### config.mk
export PLATFORM = sky130hd
export DESIGN_NAME = demux1to2_stream
export DESIGN_NICKNAME = d
export VERILOG_FILES = /design/src/rtl/demux1to2_stream.sv
export SDC_FILE = /design/constraint.sdc
export NUM_CORES = 1
export LEC_CHECK = 0
export BUFFER_PORTS_ARGS = -buffer_cell sky130_fd_sc_hd__clkbuf_2
export CAP_MARGIN = 10
export CORE_MARGIN = 10
export CORE_UTILIZATION = 30
export CTS_BUF_LIST = sky130_fd_sc_hd__clkbuf_4
export CTS_CLUSTER_DIAMETER = 60
export DETAILED_ROUTE_END_ITERATION = 6
export SYNTH_ARGS = -nofsm -noshare
export SYNTH_HDL_FRONTEND = slang
export SYNTH_SLANG_ARGS = --single-unit
### constraint.sdc
create_clock -name I_clk -period 1.45 [get_ports I_clk]
set_input_delay 0.2175 -clock I_clk [delete_from_list [all_inputs] [get_ports I_clk]]
set_output_delay 0.2175 -clock I_clk [all_outputs]
set_load 0.02 [all_outputs]
### src/rtl/demux1to2_stream.sv
// ============================================================================
// Module   : demux1to2_stream
// Brief    : Registered 1-to-2 valid/ready stream demux, route locked per packet.
// Revision : 1.0
// ============================================================================
`default_nettype none

module demux1to2_stream #(
  parameter int C_DW = 8,
  parameter int C_CW = 16
) (
  input  logic            I_clk,
  input  logic            I_rst,
  input  logic            I_sel,
  input  logic [C_DW-1:0] I_data,
  input  logic            I_valid,
  input  logic            I_last,
  output logic            O_ready,
  output logic [C_DW-1:0] O_data1,
  output logic            O_valid1,
  output logic            O_last1,
  input  logic            I_ready1,
  output logic [C_DW-1:0] O_data2,
  output logic            O_valid2,
  output logic            O_last2,
  input  logic            I_ready2,
  output logic [C_CW-1:0] O_pkt_cnt1,
  output logic [C_CW-1:0] O_pkt_cnt2
);

  localparam logic [1:0] c_IDLE  = 2'd0;
  localparam logic [1:0] c_LOCK1 = 2'd1;
  localparam logic [1:0] c_LOCK2 = 2'd2;

  logic [1:0]      r_state;
  logic [C_DW-1:0] r_data1, r_data2;
  logic            r_valid1, r_valid2;
  logic            r_last1, r_last2;
  logic [C_CW-1:0] r_cnt1, r_cnt2;

  logic w_path1;
  logic w_ready;
  logic w_acc;
  logic w_load1, w_load2;

  // I_sel only matters while idle; once a packet has started the route is pinned.
  always_comb begin
    w_path1 = 1'b0;
    if (r_state == c_IDLE) w_path1 = I_sel;
    else                   w_path1 = (r_state == c_LOCK1);
  end

  assign w_ready = w_path1 ? (!r_valid1 | I_ready1) : (!r_valid2 | I_ready2);
  assign w_acc   = I_valid & w_ready;
  assign w_load1 = w_acc & w_path1;
  assign w_load2 = w_acc & !w_path1;

  always_ff @(posedge I_clk) begin
    if (I_rst) begin
      r_state <= c_IDLE;
    end else if (w_acc) begin
      if (r_state == c_IDLE) begin
        if (!I_last) r_state <= w_path1 ? c_LOCK1 : c_LOCK2;
      end else if (I_last) begin
        r_state <= c_IDLE;
      end
    end
  end

  always_ff @(posedge I_clk) begin
    if (I_rst) begin
      r_data1  <= '0;
      r_last1  <= 1'b0;
      r_valid1 <= 1'b0;
      r_cnt1   <= '0;
    end else begin
      if (w_load1) begin
        r_data1  <= I_data;
        r_last1  <= I_last;
        r_valid1 <= 1'b1;
      end else if (r_valid1 && I_ready1) begin
        r_valid1 <= 1'b0;
      end
      if (r_valid1 && I_ready1 && r_last1) r_cnt1 <= r_cnt1 + 1'b1;
    end
  end

  always_ff @(posedge I_clk) begin
    if (I_rst) begin
      r_data2  <= '0;
      r_last2  <= 1'b0;
      r_valid2 <= 1'b0;
      r_cnt2   <= '0;
    end else begin
      if (w_load2) begin
        r_data2  <= I_data;
        r_last2  <= I_last;
        r_valid2 <= 1'b1;
      end else if (r_valid2 && I_ready2) begin
        r_valid2 <= 1'b0;
      end
      if (r_valid2 && I_ready2 && r_last2) r_cnt2 <= r_cnt2 + 1'b1;
    end
  end

  assign O_ready    = w_ready;
  assign O_data1    = r_data1;
  assign O_valid1   = r_valid1;
  assign O_last1    = r_last1;
  assign O_data2    = r_data2;
  assign O_valid2   = r_valid2;
  assign O_last2    = r_last2;
  assign O_pkt_cnt1 = r_cnt1;
  assign O_pkt_cnt2 = r_cnt2;

endmodule

`default_nettype wire

* Word-level counts from Yosys, hierarchy flattened
Index checks and enable logic that the tools add are counted.
W data, S select, Z words.
** Storage, ports and cells
- Flip-flop bits (word level) :: 54
- Input bits :: 15
- Output and inout bits :: 53
- Logic and storage cells :: 40
** Cells by class
- Add/subtract/negate cells :: 2
- Equal/unequal tests :: 2
- Muxes and demuxes :: 10
- Bitwise gates (word level) :: 5
- Reductions and logical operators :: 12
** Operators by type and width (count)
- $add A16 B1 Y16 const B :: 2
- $mux W2 :: 4
- $mux W1 :: 6
- $reduce_bool A2 Y1 :: 3
- $logic_and A1 B1 Y1 :: 4
- $and A1 B1 Y1 :: 3
- $logic_not A1 Y1 :: 3
- $reduce_and A3 Y1 :: 1
- $eq A2 B1 Y1 const B :: 1
- $logic_not A2 Y1 :: 1
- $ne A2 B2 Y1 const B :: 1
- $or A1 B1 Y1 :: 2

* Depth between registers and ports, before layout
Gate-level depths: netlist of run 1.
- Depth after elaboration :: 6
- Mapped depth :: 6
- Gate-level depth less buffers :: 5

* Least setup slack after synthesis of run 1
OpenSTA, ideal clock, no wires.
- Kind :: register to register
- Start point :: reg r_cnt1[0], in the netlist O_pkt_cnt1[0]
- End point :: reg r_cnt1[14], in the netlist O_pkt_cnt1[14]
- Library setup time :: 0.071 ns
- Arrival :: 1.601 ns
- Data required time :: 1.379 ns
- Path slack :: -0.221 ns
- Stages on the path, launching flop included :: 7
- Path buffers :: 1
- Clock period less this slack :: 1.671 ns
- Path through :: dfxtp_1 > ha_1 > and4_1 > clkbuf_1 > nand3_1 > or3_1 > a21oi_1
** On the way
- Cells in the longest elaborated chain, start to end :: 1
** RTL lines
- start: declaration :: line 39 : logic [C_CW-1:0] r_cnt1, r_cnt2;
- start signal: assignment :: line 84 : if (r_valid1 && I_ready1 && r_last1) r_cnt1 <= r_cnt1 + 1'b1;
- $add A16 B1 Y16 :: line 84
Every way passes these cells.
A chain may end at the register's enable or synchronous reset.

* Worst setup path after layout of run 1
- Start point :: reg r_valid1, in the netlist O_valid1
- End point :: out O_ready
** On the way
- Cells in the longest elaborated chain, start to end :: 3
** RTL lines
- start: declaration :: line 37 : logic r_valid1, r_valid2;
- start signal: assignment :: line 74 : r_valid1 <= 1'b0;
- start signal: assignment :: line 80 : r_valid1 <= 1'b1;
- start signal: assignment :: line 82 : r_valid1 <= 1'b0;
- $logic_not A1 Y1 :: line 53 : assign w_ready = w_path1 ? (!r_valid1 | I_ready1) : (!r_valid2 | I_ready2);
- $or A1 B1 Y1 :: line 53
- $mux W1 :: line 53
- end: declaration :: line 18 : output logic O_ready,
Every way passes these cells.

==> results of run 1 <==
-- flip-flops by register name (all words and copies together), names as in the netlist --
signal      cells
O_data2         8
O_pkt_cnt1     16
O_pkt_cnt2     16
r_state         2
O_last1         1
O_valid1        1
O_valid2        1
O_last2         1
O_data1         8
-- cells by family (layout without fill, tap and decap cells) --
kind of cell | count (synthesis) | count (layout)
and+or+nand+nor | 107 | 107
DFF | 54 | 54
AOI/OAI and AO/OA | 31 | 31
muxes | 20 | 20
xor gates and xnor gates | 18 | 18
buffers and inverters | 15 | 123
adders and majority gates | 2 | 2
-- area by class of cell --
cell class / count / area, µm² / share of cell area, %
Timing Repair Buffer: 113 / 707 / 21.4
Tap cell: 99 / 124 / 3.74
Inverter: 2 / 7.51 / 0.227
Sequential cell: 54 / 1140 / 34.4
Multi-Input combinational cell: 178 / 1250 / 37.7
Clock inverter: 1 / 30.0 / 0.907
Clock buffer: 7 / 52.6 / 1.59
-- worst max path at each step --
| stage | depth (start not counted) | to | slack [ns] |
|---|---|---|---|
| CTS | 4 | O_ready | -0.1 |
| finish | 4 | O_ready | -0.06 |
| global placement | 5 | O_pkt_cnt1[10]$_SDFFE_PP0P_ | 0.03 |
| global route | 4 | O_ready | -0.13 |
| floorplan | 6 | O_pkt_cnt1[15]$_SDFFE_PP0P_ | -0.05 |
| detailed placement | 4 | O_pkt_cnt1[15]$_SDFFE_PP0P_ | -0.02 |
-- worst register-to-register path: stages (launching register included) --
cell and delay [ns]:
dfxtp_4 0.37, and4_4 0.23, nand4_1 0.11, or4_1 0.48, a21oi_1 0.16
-- routing by layer --
metal  routed length (µm)  track usage (%)
met2                 3180             18.9
met3                  397             4.01
met5                    0                0
met1                 2580             12.3
met4                   98             3.29
-- cell usage in the layout, fill, tap and decap left out, types with 2 or more instances in the layout --
cell	netlist	layout
a21oi_1	14	11
a21oi_2	0	3
and3_1	4	4
and4_1	6	2
and4_4	0	4
buf_4	1	43
buf_6	1	3
clkbuf_2	0	66
clkbuf_4	0	7
dfxtp_1	54	27
dfxtp_2	0	17
dfxtp_4	0	10
ha_4	0	2
inv_1	2	2
mux2i_1	20	20
nand2_1	12	10
nand2_2	0	2
nand3_1	13	10
nand3_2	2	4
nand4_1	6	6
nor2_1	41	41
nor3_1	3	3
o21ai_0	11	11
or3_1	9	7
or3_4	0	4
xnor2_1	7	7
xor2_1	11	11
-- where the power goes --
part	internal (W)	total (W)	switching, W
registers	0.00151	0.00153	0.0000245
logic	0.000133	0.000296	0.000163
clock network	0.000404	0.000856	0.000451
-- through the flow --
stage / util, % / hold slack (ns) / TNS, ns
6_report: 45.4 / 0.0882 / -0.0614
3_3_place_gp: 41.2 / 0.464 / 0
3_5_place_dp: 41.2 / 0.478 / -0.0191
5_1_grt: 45.4 / 0.0625 / -0.284
4_1_cts: 43.3 / 0.0612 / -0.120
2_1_floorplan: - / 0.329 / -0.0518
-- what timing repair did --
| item | 4_1_cts | 5_1_grt |
|---|---|---|
| resized for setup | 11 | 24 |
| pin swaps | 2 | 14 |
| setup buffers | 4 | 6 |
| endpoints found under the hold margin | 0 | 0 |
| hold buffers | 0 | 0 |
| endpoints found under the setup margin | 5 | 25 |
==> flow_metrics.tcl, run 1 <==
set metrics [dict create \
    rr_worst_depth 4 \
    grt_overflow 0 \
    fp-row-count 31 \
    syn_avg_cell_area_um2 9.16 \
    ys_seq_elements 54 \
    htree_levels 2 \
    cts_tree "done" \
    final_nets 371 \
    fin_total_pwr_w 0.00268 \
    status "complete, but fails checks" \
    final_area_mm2 0.00331 \
    crit_buf_inv 1 \
    synth_top_cell_by_area "dfxtp_1" \
    critPathCaptureType "output port" \
    synth-async-reset-ratio_pct 0 \
    synth_area_mm2 0.00226 \
    cts.sinks 54 \
    route.detailed.drc 0 \
    die_h_um 107 \
    whs_endpoint "r_state[0]$_SDFFE_PP0P_" \
    postLayoutSetupSlackWorst_ns -0.0614 \
    antenna_cells 0 \
    maxCapViolations 0 \
    wl_per_cell_um 13.8 \
    r2r_start "O_pkt_cnt1[5]$_SDFFE_PP0P_" \
    timing.slew.headroom_pct 73.5 \
    post_dp_cell_area_mm2 0.00300 \
    synth_cell_types 36 \
    synth_most_common_cell "dfxtp_1" \
    synth_area_leaders "dfxtp_1 48%, mux2i_1 8.8%, nor2_1 6.8%, xor2_1 4.3%, a21oi_1 3.1%" \
    critPathMaxFanout 3 \
    report.final.slew_viol_count 0 \
    antenna_found_initial 0 \
    fmax_mhz 662 \
    yosys_most_used_dff "dfxtp_1" \
    yosys.area.top_type_share_pct 47.8 \
    pre_cts_slack_ns -0.0191 \
    synth_seq_area_share_pct 47.8 \
    synth_commonest_cells "54 x dfxtp_1, 41 x nor2_1, 20 x mux2i_1" \
    violations "negative setup slack" \
    clk_latency_ns 0.36 \
    grt_use_total_pct 10.9 \
    worstHoldPathType "in2reg" \
    syn-num-nets 264 \
    dpl.cell_count 436 \
    ioPinCount 68 \
    path_cells "or2b_1, nor2_1, nor2_1, buf_4" \
    firstDrtPassIters 4 \
    fin_crit_sh_pct 104 \
    r2r_end "O_pkt_cnt1[15]$_SDFFE_PP0P_" \
    clock_skew_ns 0.00570 \
    crit_type "reg2out" \
    rsz0062_at_grt "yes" \
    grt_pass1_wl_um 10500 \
    die_w_um 107 \
    stdcell_count 454 \
    grt_max_degree 21 \
    min_path_cells 2 \
    clockBufferDepth 2 \
    min_period_ns 1.51 \
    gp_congestion 0.788 \
    vdd.ir_drop.worst_mv 0.351 \
    cpMostUsedCell "nor2_1" \
    arrival_ns 1.29 \
    synth_compound_area_share_pct 7.74 \
    dpl.hpwl_um 4770 \
    core_mm2 0.00729 \
    setup_viol 1 \
    grt_pass1_vias 2200 \
    synth_top_family_by_area "simple AND/OR/NAND/NOR gates" \
    critPathRequiredTime_ns 1.23 \
    routed-via-count 2109 \
    synth_edf_count 0 \
    regToRegSetupSlack_ns 0.04 \
    numPortBuffers 67 \
    yosysWarnings 0 \
    syn_to_final_growth_pct 46.3 \
    drt.antenna.violating_nets 0 \
    power.density_mw_per_mm2 811 \
    fill_cells 742 \
    hp-start "I_last" \
    vias_per_cell 4.65 \
    synthCells 247 \
    synth_fa_ha_area_share_pct 1.11 \
    critPathLaunchType "register" \
    finalHoldViolCount 0 \
    yosys.area_share.simple_pct 24.4 \
    drt-total-wl_um 6250 \
    clkTransAtPathRegs_ns 0.15 \
    synthXorXnorAreaFrac_pct 6.97 \
    max_stage_delay_ns 0.38 \
    drtIter0Drc 43 \
    fp.dieArea_mm2 0.0114 \
    synthMuxAreaShare_pct 8.85 \
    cts_buffers 5 \
    slowest_stage "dfxtp_4" \
    cp_top_family "simple AND/OR/NAND/NOR gates" \
    max_slew.worst_pin.slew_ns 0.394 \
    p_leak_nw 1.53 \
    start_util_pct 31.0 \
    drive_above_1_share_pct 49.0 \
    cts_root_buf "clkbuf_4" \
    critPathLaunch "O_valid1$_SDFFE_PP0P_" \
]
(Power assumes the default switching activity.)
==> run 2: changes to the inputs <==
CORE_ASPECT_RATIO = 0.75   (was unset)
==> run 2 against run 1 <==
Net effect: the run still ends with negative setup slack left; maximum frequency shrank 0.48%; critical path depth grew 3; count of clock-buffer cells in the layout shrank 2; sequential cell count is the same; die area grew 0.32%; clock skew grew 0.015 ns; final cell count grew 1.3%; core utilization grew 0.27 points; critical path type is now reg2reg; critical endpoint is now r_state[0]$_SDFFE_PP0P_.
==> flow_metrics.tcl, run 2 (synthesis gave the netlist of run 1 again) <==
set metrics [dict create \
    critPathRequiredTime_ns 1.74 \
    antenna_found_initial 0 \
    seq_area_mm2 0.00113 \
    die_w_um 120 \
    grt_pass1_wl_um 10400 \
    r2r_end "r_state[0]$_SDFFE_PP0P_" \
    status "complete, but fails checks" \
    max_slew.worst_pin.slew_ns 0.363 \
    wl_per_cell_um 14.0 \
    postLayoutSetupSlackWorst_ns -0.0687 \
    drt-total-wl_um 6460 \
    min_path_cells 3 \
    fp.dieArea_mm2 0.0115 \
    fill_cells 730 \
    fmax_mhz 658 \
    core_mm2 0.00733 \
    grt_pass1_vias 2140 \
    grt_max_degree 55 \
    start_util_pct 30.9 \
    clk_latency_ns 0.37 \
    die_h_um 95.2 \
    vdd.ir_drop.worst_mv 0.369 \
    clkTransAtPathRegs_ns 0.17 \
    maxCapViolations 0 \
    cts_tree "done" \
    final_nets 375 \
    hp-start "I_data[6]" \
    report.final.slew_viol_count 0 \
    worstHoldPathType "in2reg" \
    power.density_mw_per_mm2 754 \
    grt_overflow 0 \
    multiInputGateArea_mm2 0.00128 \
    regToRegSetupSlack_ns -0.07 \
    setup_viol 7 \
    dpl.hpwl_um 4780 \
    routed-via-count 2139 \
    min_period_ns 1.52 \
    violations "negative setup slack" \
    critPathCaptureType "register" \
    arrival_ns 1.81 \
    final_common_cell "clkbuf_2" \
    p_leak_nw 1.51 \
    antenna_cells 0 \
    finalHoldViolCount 0 \
    rsz0062_at_grt "yes" \
    r2r_start "O_valid1$_SDFFE_PP0P_" \
    firstDrtPassIters 4 \
    whs_endpoint "O_data1[6]$_SDFFE_PP0P_" \
    clockBufferDepth 2 \
    fin_util_pct 45.7 \
    htree_levels 2 \
    cts_buffers 5 \
    syn_to_final_growth_pct 48.0 \
    numPortBuffers 67 \
    drive_above_1_share_pct 52.4 \
    gp_congestion 0.767 \
    route.detailed.drc 0 \
    post_dp_cell_area_mm2 0.00303 \
    vias_per_cell 4.65 \
    ctsHoldBuffers 0 \
    grt_use_total_pct 11.0 \
    pre_cts_slack_ns -0.000537 \
    final_area_mm2 0.00335 \
    fin_crit_sh_pct 105 \
    ioPinCount 68 \
    cts_root_buf "clkbuf_4" \
    drt.antenna.violating_nets 0 \
    crit_type "reg2reg" \
    cts.sinks 54 \
    critPathMaxFanout 4 \
    rr_worst_depth 7 \
    clock_skew_ns 0.0210 \
    critPathLaunchType "register" \
    fp-row-count 27 \
    layout_common_cells "66 x clkbuf_2, 47 x buf_4, 41 x nor2_1" \
    timing.slew.headroom_pct 75.5 \
    drtIter0Drc 80 \
]
==> run 2: cell count changes in the layout (fill, tap and decap cells not counted), moves of 2 or more <==
cell and delta:
dfxtp_2 +2, clkbuf_4 -2, dfxtp_4 -3, and4_1 -2, a21oi_1 -3, a21oi_2 +3
or3_1 -3, or3_4 +3, buf_4 +4
==> run 2: worst max-delay path by stage <==
stage                                    start                           to  slack, ns  depth (start not counted)
floorplan           O_pkt_cnt1[2]$_SDFFE_PP0P_  O_pkt_cnt1[15]$_SDFFE_PP0P_      -0.05                          6
global placement    O_pkt_cnt1[5]$_SDFFE_PP0P_  O_pkt_cnt1[15]$_SDFFE_PP0P_      0.006                          4
detailed placement  O_pkt_cnt1[5]$_SDFFE_PP0P_  O_pkt_cnt1[15]$_SDFFE_PP0P_    -0.0005                          4
CTS                      O_valid1$_SDFFE_PP0P_                      O_ready      -0.09                          4
global route             O_valid1$_SDFFE_PP0P_                      O_ready      -0.18                          4
finish                   O_valid1$_SDFFE_PP0P_      r_state[0]$_SDFFE_PP0P_      -0.07                          7
==> run 2: power breakdown <==
group | total [W] | switching (W) | internal [W]
combinational | 0.000309 | 0.000172 | 0.000137
clock | 0.000683 | 0.000492 | 0.000191
sequential | 0.00153 | 0.0000233 | 0.00151
==> run 2: metrics by stage <==
stage | hold WS, ns | total power, W | TNS [ns] | instances
CTS | 0.0585 | 0.00255 | -0.0934 | 455
global route | 0.0477 | 0.00267 | -1.07 | 460
detailed placement | 0.471 | 0.00183 | -0.000537 | 441
finish | 0.0854 | 0.00252 | -0.213 | 460
global placement | 0.468 | 0.00183 | 0 | 441
floorplan | 0.329 | 0.00172 | -0.0518 | 247
==> run 2: timing repair <==
item	4_1_cts	5_1_grt
gates resized for setup	11	33
setup endpoints to repair	5	19
pin swaps	6	15
buffers inserted	6	5
cloned	0	0
==> run 2: critical path: stages, from the launching register on <==
cell and delay (ns):
dfxtp_2 0.37, or2b_1 0.26, buf_4 0.14, buf_6 0.11
nand3_4 0.09, buf_4 0.13, nand2_1 0.07, a221oi_2 0.27
==> run 2: routing by layer <==
metal | wire length, µm | track usage [%]
met5 | 0 | 0
met4 | 24 | 2.71
met3 | 382 | 3.90
met2 | 2820 | 17.3
met1 | 3230 | 14.2
==> run 2: layout make-up <==
class                           count  share of cell area (%)
Timing Repair Buffer              117                    22.1
Clock inverter                      3                   0.598
Inverter                            2                   0.224
Sequential cell                    54                    33.8
Multi-Input combinational cell    178                    38.4
Clock buffer                        5                    1.12
Tap cell                          101                    3.78
==> run 3: changes to the inputs <==
BUFFER_PORTS_ARGS = unset   (was -buffer_cell sky130_fd_sc_hd__clkbuf_2)
DONT_BUFFER_PORTS = 1   (was unset)
GPL_TIMING_DRIVEN = 0   (was unset)
==> run 3 against run 2 <==
Net effect: hold slack got worse by 0.033 ns; worst setup slack got worse by 0.12 ns; critical path type unchanged; the flow still finishes with violations (negative setup slack); sequential power rose by 3%.
==> flow_metrics.tcl, run 3 (synthesis gave the netlist of run 1 again) <==
set metrics [dict create \
    status "complete, but fails checks" \
    violations "negative setup slack" \
    p_leak_nw 1.17 \
    vias_per_cell 5.00 \
    grt_pass1_vias 1854 \
    numPortBuffers 0 \
    gp_congestion 0.718 \
    max_slew.worst_pin.slew_ns 0.666 \
    wl_per_cell_um 17.3 \
    postLayoutSetupSlackWorst_ns -0.189 \
    clk_latency_ns 0.37 \
    fp.dieArea_mm2 0.0115 \
    grt_overflow 0 \
    r2r_start "O_pkt_cnt1[9]$_SDFFE_PP0P_" \
    clkTransAtPathRegs_ns 0.17 \
    die_w_um 120 \
    fmax_mhz 610 \
    switching_share_pct 25.9 \
    maxCapViolations 0 \
    pre_cts_slack_ns -0.262 \
    critPathLaunch "O_pkt_cnt1[9]$_SDFFE_PP0P_" \
    critPathRequiredTime_ns 1.74 \
    clock_skew_ns 0.0241 \
    r2r_end "O_pkt_cnt1[15]$_SDFFE_PP0P_" \
    cts_root_buf "clkbuf_4" \
    timing.slew.headroom_pct 55.6 \
    worstHoldPathType "in2reg" \
    fp-row-count 27 \
    arrival_ns 1.93 \
    final_common_cell "nor2_1" \
    worstSetupEndpoint "O_pkt_cnt1[15]$_SDFFE_PP0P_" \
    routed-via-count 1905 \
    clkPwrFrac_pct 32.8 \
    fin_total_pwr_w 0.00263 \
    route.detailed.drc 0 \
    rr_worst_depth 4 \
    drt-total-wl_um 6590 \
    syn_to_final_growth_pct 33.8 \
    layout_common_cells "39 x nor2_1, 25 x dfxtp_1, 21 x dfxtp_4" \
    hold_ws_ns 0.0523 \
    die_h_um 95.2 \
    hp-start "I_sel" \
    regToRegSetupSlack_ns -0.19 \
    ioPinCount 68 \
    cts_buffers 5 \
    start_util_pct 30.9 \
    clockBufferDepth 2 \
    drtIter0Drc 92 \
    max_stage_delay_ns 0.52 \
    grt_use_total_pct 10.8 \
    antenna_cells 0 \
    vdd.ir_drop.worst_mv 0.374 \
    final_area_mm2 0.00303 \
    dpl.hpwl_um 4510 \
    pwr-share-comb_pct 7.6 \
    setup_viol 11 \
    core_mm2 0.00733 \
    cts_tree "done" \
    path_cells "and4_1, nand4_1, or4_4, a21oi_2" \
    fin_crit_sh_pct 113 \
    crit_type "reg2reg" \
    final_nets 296 \
    critPathLaunchType "register" \
    min_period_ns 1.64 \
    critPathCaptureType "register" \
    finalHoldViolCount 0 \
    cts.sinks 54 \
    htree_levels 2 \
    critPathMaxFanout 5 \
    fill_cells 740 \
    drt.antenna.violating_nets 0 \
    grt_pass1_wl_um 9940 \
    grt_max_degree 18 \
    firstDrtPassIters 4 \
    pwr-share-seq_pct 59.6 \
    drive_above_1_share_pct 33.6 \
    p_sw_w 0.000681 \
    p_int_w 0.00194 \
    antenna_found_initial 0 \
    rsz0062_at_grt "yes" \
    dpl.cell_count 348 \
    report.final.slew_viol_count 0 \
    slowest_stage "or4_4" \
    post_dp_cell_area_mm2 0.00246 \
    stdcell_count 381 \
    power.density_mw_per_mm2 868 \
]
[run 3: how the worst min path moves through the flow]
stage / end / slack (ns) / cells past startpoint
floorplan: r_state[0]$_SDFFE_PP0P_ / 0.33 / 1
global placement: r_state[0]$_SDFFE_PP0P_ / 0.33 / 1
detailed placement: r_state[0]$_SDFFE_PP0P_ / 0.34 / 1
CTS: r_state[0]$_SDFFE_PP0P_ / 0.03 / 3
global route: r_state[0]$_SDFFE_PP0P_ / 0.02 / 3
finish: r_state[0]$_SDFFE_PP0P_ / 0.05 / 3
[run 3: power groups by stage]
stage               combinational, W  clock (W)  sequential, W
global placement            0.000143          0        0.00162
CTS                         0.000177   0.000895        0.00157
detailed placement          0.000145          0        0.00162
global route                0.000219   0.000950        0.00157
finish                      0.000200   0.000861        0.00157
floorplan                   0.000115          0        0.00160
[run 3: critical path: cells and delay by family, from the launching register on]
family,cells,cell delay (ns)
AO/OA/AOI/OAI,1,0.14
flip-flops,1,0.46
AND/OR/NAND/NOR,3,0.96
[run 3: metrics by stage]
| stage | utilization [%] | setup TNS (ns) |
|---|---|---|
| after floorplan | - | -0.0518 |
| after global placement | 33.5 | -2.53 |
| after detailed placement | 33.5 | -2.94 |
| after CTS | 39.3 | -1.02 |
| after global routing | 41.3 | -1.97 |
| final | 41.3 | -0.747 |
[run 3: layout make-up]
class	count	area, µm²	area share (%)
flip-flops and latches	54	1170	38.7
multi-input cells	178	1320	43.5
clock inverters	3	42.5	1.41
plain buffers	11	77.6	2.56
clock buffers	5	37.5	1.24
inverters	2	7.51	0.248
well taps	101	126	4.18
repair buffers	27	248	8.19
[run 3: what timing repair did]
item | CTS | global route
cloned | 0 | 1
resized for setup | 44 | 32
setup endpoints to repair | 32 | 33
hold endpoints to repair | 20 | 0
hold buffers | 9 | 0
setup buffers | 10 | 8
pin swaps | 17 | 15
[run 3: layer usage]
layer | global-route usage, % | wire length (µm) | up-vias
met1 | 12.6 | 2790 | 914
met4 | 2.20 | 24 | 0
li1 | - | - | 929
met5 | 0 | 0 | -
met2 | 17.5 | 2980 | 60
met3 | 5.90 | 791 | 2
